`src/rtl/video_timing_gen.sv`:
```
// -----------------------------------------------------------------------------
// video_timing_gen
//   Raster timing generator for the DVI output path. It produces horizontal and
//   vertical counters and, from them, registered hsync / vsync / data-enable,
//   active-area pixel coordinates and line/frame start strobes. It runs in the
//   pixel clock domain and feeds the TMDS encoder / serialiser stage.
//   Default timing is 640x480@60 Hz at a 25 MHz pixel clock.
//
//   Optional build macro: COLORBAR_EN
//     Defined   -> adds the rgb output carrying an 8-bar colour test pattern
//                  registered alongside de.
//     Undefined -> rgb port and its logic are absent.
//
//   H_TOTAL and V_TOTAL must each be <= 2047 to fit the 11-bit counters.
//
// Ports
//   pixclk      in   pixel clock (single domain)
//   resetn      in   asynchronous active-low reset
//   en          in   run enable; low holds the generator at the frame origin
//   hsync       out  horizontal sync, at HS_POL while asserted
//   vsync       out  vertical sync, at VS_POL while asserted
//   de          out  data enable, high in the active area
//   x, y        out  pixel column / row in the active area, 0 in blanking
//   line_start  out  one-cycle pulse for hc == 0
//   frame_start out  one-cycle pulse for hc == 0, vc == 0
//   rgb         out  {R,G,B} colour bars (COLORBAR_EN only)
// -----------------------------------------------------------------------------
module video_timing_gen #(
  parameter int H_ACTIVE = 640,
  parameter int H_FP     = 16,
  parameter int H_SYNC   = 96,
  parameter int H_BP     = 48,
  parameter int V_ACTIVE = 480,
  parameter int V_FP     = 10,
  parameter int V_SYNC   = 2,
  parameter int V_BP     = 33,
  parameter bit HS_POL   = 1'b0,
  parameter bit VS_POL   = 1'b0
) (
  input  logic        pixclk,
  input  logic        resetn,
  input  logic        en,
  output logic        hsync,
  output logic        vsync,
  output logic        de,
  output logic [10:0] x,
  output logic [10:0] y,
  output logic        line_start,
  output logic        frame_start
`ifdef COLORBAR_EN
  ,
  output logic [23:0] rgb
`endif
);

  localparam int H_TOTAL = H_ACTIVE + H_FP + H_SYNC + H_BP;
  localparam int V_TOTAL = V_ACTIVE + V_FP + V_SYNC + V_BP;

  // Sized copies of the timing points so every compare is 11 bits wide.
  localparam logic [10:0] H_ACT_W  = 11'(H_ACTIVE);
  localparam logic [10:0] H_LAST   = 11'(H_TOTAL - 1);
  localparam logic [10:0] HS_START = 11'(H_ACTIVE + H_FP);
  localparam logic [10:0] HS_END   = 11'(H_ACTIVE + H_FP + H_SYNC);
  localparam logic [10:0] V_ACT_W  = 11'(V_ACTIVE);
  localparam logic [10:0] V_LAST   = 11'(V_TOTAL - 1);
  localparam logic [10:0] VS_START = 11'(V_ACTIVE + V_FP);
  localparam logic [10:0] VS_END   = 11'(V_ACTIVE + V_FP + V_SYNC);

  logic [10:0] hc, vc;

  // ---------------------------------------------------------------------------
  // Raster counters. en low parks them at the origin, so the next enabled edge
  // behaves exactly like the first edge after reset release.
  // ---------------------------------------------------------------------------
  always_ff @(posedge pixclk or negedge resetn) begin
    if (!resetn) begin
      hc <= '0;
      vc <= '0;
    end else if (!en) begin
      hc <= '0;
      vc <= '0;
    end else if (hc == H_LAST) begin
      hc <= '0;
      vc <= (vc == V_LAST) ? 11'd0 : vc + 11'd1;
    end else begin
      hc <= hc + 11'd1;
    end
  end

  // ---------------------------------------------------------------------------
  // Decode of the current counter position; registered below, which gives the
  // one-cycle output latency. vsync only depends on vc, and vc only moves on
  // the hc wrap, so it naturally toggles with the hc == 0 output cycle.
  // ---------------------------------------------------------------------------
  logic de_d, hs_act_d, vs_act_d, ls_d, fs_d;

  always_comb begin
    de_d     = (hc < H_ACT_W) && (vc < V_ACT_W);
    hs_act_d = (hc >= HS_START) && (hc < HS_END);
    vs_act_d = (vc >= VS_START) && (vc < VS_END);
    ls_d     = (hc == 11'd0);
    fs_d     = (hc == 11'd0) && (vc == 11'd0);
  end

  always_ff @(posedge pixclk or negedge resetn) begin
    if (!resetn) begin
      hsync       <= ~HS_POL;
      vsync       <= ~VS_POL;
      de          <= 1'b0;
      x           <= '0;
      y           <= '0;
      line_start  <= 1'b0;
      frame_start <= 1'b0;
    end else if (!en) begin
      hsync       <= ~HS_POL;
      vsync       <= ~VS_POL;
      de          <= 1'b0;
      x           <= '0;
      y           <= '0;
      line_start  <= 1'b0;
      frame_start <= 1'b0;
    end else begin
      hsync       <= hs_act_d ? HS_POL : ~HS_POL;
      vsync       <= vs_act_d ? VS_POL : ~VS_POL;
      de          <= de_d;
      x           <= de_d ? hc : 11'd0;
      y           <= de_d ? vc : 11'd0;
      line_start  <= ls_d;
      frame_start <= fs_d;
    end
  end

`ifdef COLORBAR_EN
  // ---------------------------------------------------------------------------
  // Colour bars: eight equal-width bars across the active width. The index is
  // only meaningful while de_d is high; outside that rgb is forced to black.
  // ---------------------------------------------------------------------------
  localparam logic [10:0] BAR_W = 11'(H_ACTIVE / 8);

  logic [2:0] bar_idx;
  logic [23:0] bar_rgb;

  always_comb begin
    bar_idx = 3'(hc / BAR_W);
    case (bar_idx)
      3'd0:    bar_rgb = 24'hFFFFFF;
      3'd1:    bar_rgb = 24'hFFFF00;
      3'd2:    bar_rgb = 24'h00FFFF;
      3'd3:    bar_rgb = 24'h00FF00;
      3'd4:    bar_rgb = 24'hFF00FF;
      3'd5:    bar_rgb = 24'hFF0000;
      3'd6:    bar_rgb = 24'h0000FF;
      default: bar_rgb = 24'h000000;
    endcase
  end

  always_ff @(posedge pixclk or negedge resetn) begin
    if (!resetn)      rgb <= '0;
    else if (!en)     rgb <= '0;
    else if (de_d)    rgb <= bar_rgb;
    else              rgb <= '0;
  end
`endif

endmodule
```
`config.mk`:
```
export PLATFORM = sky130hd
export DESIGN_NAME = video_timing_gen
export DESIGN_NICKNAME = d
export VERILOG_FILES = /design/src/rtl/video_timing_gen.sv
export SDC_FILE = /design/constraint.sdc
export NUM_CORES = 1
export LEC_CHECK = 0
export CAP_MARGIN = 40
export CORE_MARGIN = 8
export CORE_UTILIZATION = 40
export CTS_CLUSTER_SIZE = 8
export DETAILED_ROUTE_END_ITERATION = 7
export GPL_ROUTABILITY_DRIVEN = 1
export PLACE_DENSITY = 0.67
export SYNTH_ARGS = -nofsm -noshare
export SYNTH_HDL_FRONTEND = slang
export SYNTH_SLANG_ARGS = --single-unit
```
`constraint.sdc`:
```
create_clock -name pixclk -period 2.45 [get_ports pixclk]
set_input_delay 0.245 -clock pixclk [delete_from_list [all_inputs] [get_ports pixclk]]
set_output_delay 0.245 -clock pixclk [all_outputs]
set_load 0.01 [all_outputs]
```
---- Word-level counts from Yosys, hierarchy flattened ----
Cells that the tools add are included.
cells by class
  equal/unequal tests ..................... 3
  mux-type cells .......................... 16
  magnitude comparators ................... 6
  reductions and logical operators ........ 6
  $add $sub $neg .......................... 2
operator list
  cell                                                   count
  2-to-1 mux 11 bit                                      9
  adder 11 x 1 -> 11 bit, second input constant          2
  == test 11 x 10 -> 1 bit, second input constant        2
  logical NOT 11 bit                                     2
  < comparator 11 x 10 -> 1 bit, second input constant   2
  < comparator 11 x 9 -> 1 bit, second input constant    2
  >= comparator 11 x 10 -> 1 bit, second input constant  1
  >= comparator 11 x 9 -> 1 bit, second input constant   1
  2-to-1 mux 1 bit                                       7
  logical AND 1 bit                                      4
  inequality test 2 x 1 -> 1 bit, second input constant  1
word-level totals
  input port bits ......................... 3
  register bits after elaboration ......... 49
  output and inout port bits .............. 27
  logic and storage cells ................. 42

---- Depth between registers and ports, before layout ----
  depth in word-level cells ............... 4
  gate-level depth with buffers ........... 6
  gate-level depth less buffers ........... 6

---- Worst setup path after synthesis ----
No wires, ideal clock.
  kind .................................... register to register
  from .................................... register hc[7]
  to ...................................... register vc[2]
  data arrival time ....................... 1.913 ns
  setup slack ............................. 0.395 ns
  clock period less this slack ............ 2.055 ns
  buffers on the path ..................... 1
  stages on the path, launching flop included .. 6
  required time ........................... 2.308 ns
  setup time .............................. 0.142 ns
  path through ............................ dfrtp_1 or4_4 or3_1 buf_6 o41ai_4 a21oi_1
on the way
  cells in the longest elaborated chain, start to end .. 2
ends and longest elaborated chain
  what                                      line  RTL
  start, declared                           69    logic [10:0] hc, vc;
  start signal, assigned                    86    hc <= hc + 11'd1;
  == test 11 x 10 -> 1 bit                  82    end else if (hc == H_LAST) begin
  inequality test 2 x 1 -> 1 bit (no line)  --
  end signal, assigned                      84    vc <= (vc == V_LAST) ? 11'd0 : vc + 11'd1;
  end, declared                             69
Every way passes these cells.
A chain may end at the register's enable or synchronous reset.

---- Final worst setup path ----
  from .................................... register hc[7]
  to ...................................... register vc[9]
Same word-level chain as after synthesis.

==> results.yml <==
cts:
  worst_skew_pair.late_latency_ns: 0.30
  cts_max_path_buffers: 2
  clk_pin_slew_worst_paths_ns: 0.08
  cts_setup_buffers: 0
  cts_tree: "yes"
  clock_sinks: 49
  cts_buffers: 5
  hold_buffers: 0
  cts-root-buf: "clkbuf_8"
  htreeDepth: 2
  cts-resized-gates: 0
synth:
  yosysWarnings: 0
  async_flop_share: 1.00
  synth_top_family_by_area: "simple AND/OR/NAND/NOR gates"
  ys_ff_latch: 49
  synth_edf_count: 0
  synthTopCellsByArea: "dfrtp_1, and2_1, nor2_1"
  synth.top_cell.area_share: 0.562
  yosysUniqueCellTypes: 33
  yosys.area_share.simple: 0.238
  synthesis.area_sq_mm: 0.00209
  synthMuxAreaShare: 0
  avgSynthCellArea_sq_um: 10.8
  synth-seq-area-share: 0.587
  synth_ff_type: "dfrtp_1"
  yosys.area_share.xor_xnor: 0.0335
  synth_compound_area_frac: 0.0831
  syn_inst: 193
  synth.most_common_cell: "dfrtp_1"
  synthTopCellsByCount: "dfrtp_1, nor2_1, and2_1"
  yosysTopAreaCell: "dfrtp_1"
  synthAdderAreaFrac: 0.0239
floorplanning:
  die_h_um: 88.3
  ios: 30
  start_util: 0.412
  dieWidth_um: 88.3
  rows: 26
  die-area_sq_mm: 0.00780
  core-area_sq_mm: 0.00507
timing:
  slew_headroom: 0.601
  tightest_slew_ns: 0.598
  fin_setup_tns_ns: 0
  fin_crit_ns: 2.28
  max_freq_mhz: 440
  final_max_slew_viol_count: 0
  setup_viol: 0
  finalClockSkew_ns: 0.00362
  hold_viol: 0
  rsz0062_at_grt: "no"
  finalCritPeriodShare: 0.929
  whs_ns: 0.0291
route:
  postRouteAntennaNets: 0
  vias: 1488
  first_pass_iters: 4
  vias_per_cell: 4.96
  drt_wl_total_um: 4090
  remaining_drc_errors: 0
  wire_per_inst_um: 13.6
  drtIter0Drc: 84
worst_setup_path:
  critPathKind: "flip-flop to flip-flop"
  worstSetupStartpointType: "flip-flop"
  crit_fanout: 7
  worst_ep_required_time_ns: 2.61
  critical_path_arrival_ns: 2.44
  endpoint_kind: "flip-flop"
global_routing:
  grt_pass1_vias: 1380
  grt_use_total: 0.114
  grt_pass1_wl_um: 6780
  overflow: 0
  grt_max_degree: 50
  antenna_found_initial: 0
pwr:
  report.power.total_mw: 1.50
  ir_drop_mv: 0.279
  powerDensity_mw_per_mm2: 576
  p_leak_nw: 1.10
finish:
  layout-drive-gt1-share: 0.0826
  final-seq-area_sq_mm: 0.00123
  area_growth_syn_to_layout_pct: 24.3
  n_antenna_cell: 0
  nFillCells: 482
  finalNetCount: 236
  multi_input_area_sq_um: 803
placement:
  portBuffers: 29
  place_congestion: 0.853
  dpl.hpwl_um: 2910
run_status:
  outcome: "finished, final reports clean"
worst_hold_path:
  hold_class: "input pin to asynchronous set/reset pin"
flow_run:
  maxCapViolCount: 0
-- worst max-delay path: stages, from the launching register on --
cell and delay (ns):
dfrtp_1 0.46, or4_4 0.55, or3_1 0.46, o41ai_4 0.58, a21oi_1 0.09
-- layer usage --
| metal | track usage | part of all wire | vias to the layer above |
|---|---|---|---|
| met5 | 0 | 0 | - |
| met4 | 0.0584 | 0.020 | 0 |
| met3 | 0.0344 | 0.076 | 5 |
| met2 | 0.170 | 0.45 | 51 |
| met1 | 0.144 | 0.46 | 687 |
| li1 | - | - | 745 |
-- power breakdown --
part	total [mW]	internal (mW)	switching, mW
clock network	0.586	0.332	0.254
registers	0.828	0.821	0.00720
logic	0.0838	0.0328	0.0510
total	1.50	1.19	0.313
-- placed cells by master (no fill, tap or decap), drive strengths merged, types with 4 or more instances in the layout --
cell	instances
dfrtp	47
clkdlybuf4s50	28
nor2	16
and2	15
nand2	12
o21ai	10
nor3	10
inv	8
or3	8
a21oi	8
nand3	7
buf	7
xnor2	6
clkbuf	6
ha	4
or4	4
-- registers in the layout (all words and copies together), names as in the netlist --
name	count
x	11
frame_start	1
de	1
hsync	1
line_start	1
vsync	1
vc	11
hc	11
y	11
-- path summary, 6_finish.rpt --
check | start | endpoint | slack, ns | cells after the start
setup / recovery | hc[7] | vc[9] | 0.17 | 4
min in group pixclk | hc[0] | hc[0] | 0.51 | 1
hold reg to reg | hc[0] | hc[0] | 0.51 | 1
max in group asynchronous | resetn | vc[10] | 2.02 | 2
hold / removal | resetn | hc[2] | 0.03 | 2
setup reg to reg | hc[7] | vc[9] | 0.17 | 4
-- layout make-up --
cell class              instances  share of cell area
repair buffers                 35               0.127
well taps                      70              0.0337
inverters                       8              0.0115
clock inverters                 2              0.0144
multi-input cells             130               0.309
flip-flops and latches         49               0.473
clock buffers                   6              0.0318
-- per-stage QoR --
stage	setup WS, ns	cell area, sq um	utilization	instances
floorplan	0.395	2100	-	195
global placement	0.250	2480	0.489	292
detailed placement	0.184	2480	0.489	292
CTS	0.164	2600	0.512	300
global route	0.0601	2600	0.512	300
finish	0.175	2600	0.512	300
-- cells by family (layout without fill, tap and decap cells) --
logic type / Yosys count / in the layout
xor+xnor: 8 / 8
buf+inv: 16 / 51
simple gates: 89 / 89
compound gates: 26 / 26
fa+ha+maj: 4 / 4
other cells: 1 / 3
flops: 49 / 49
Power figures use the tool's default switching activity.
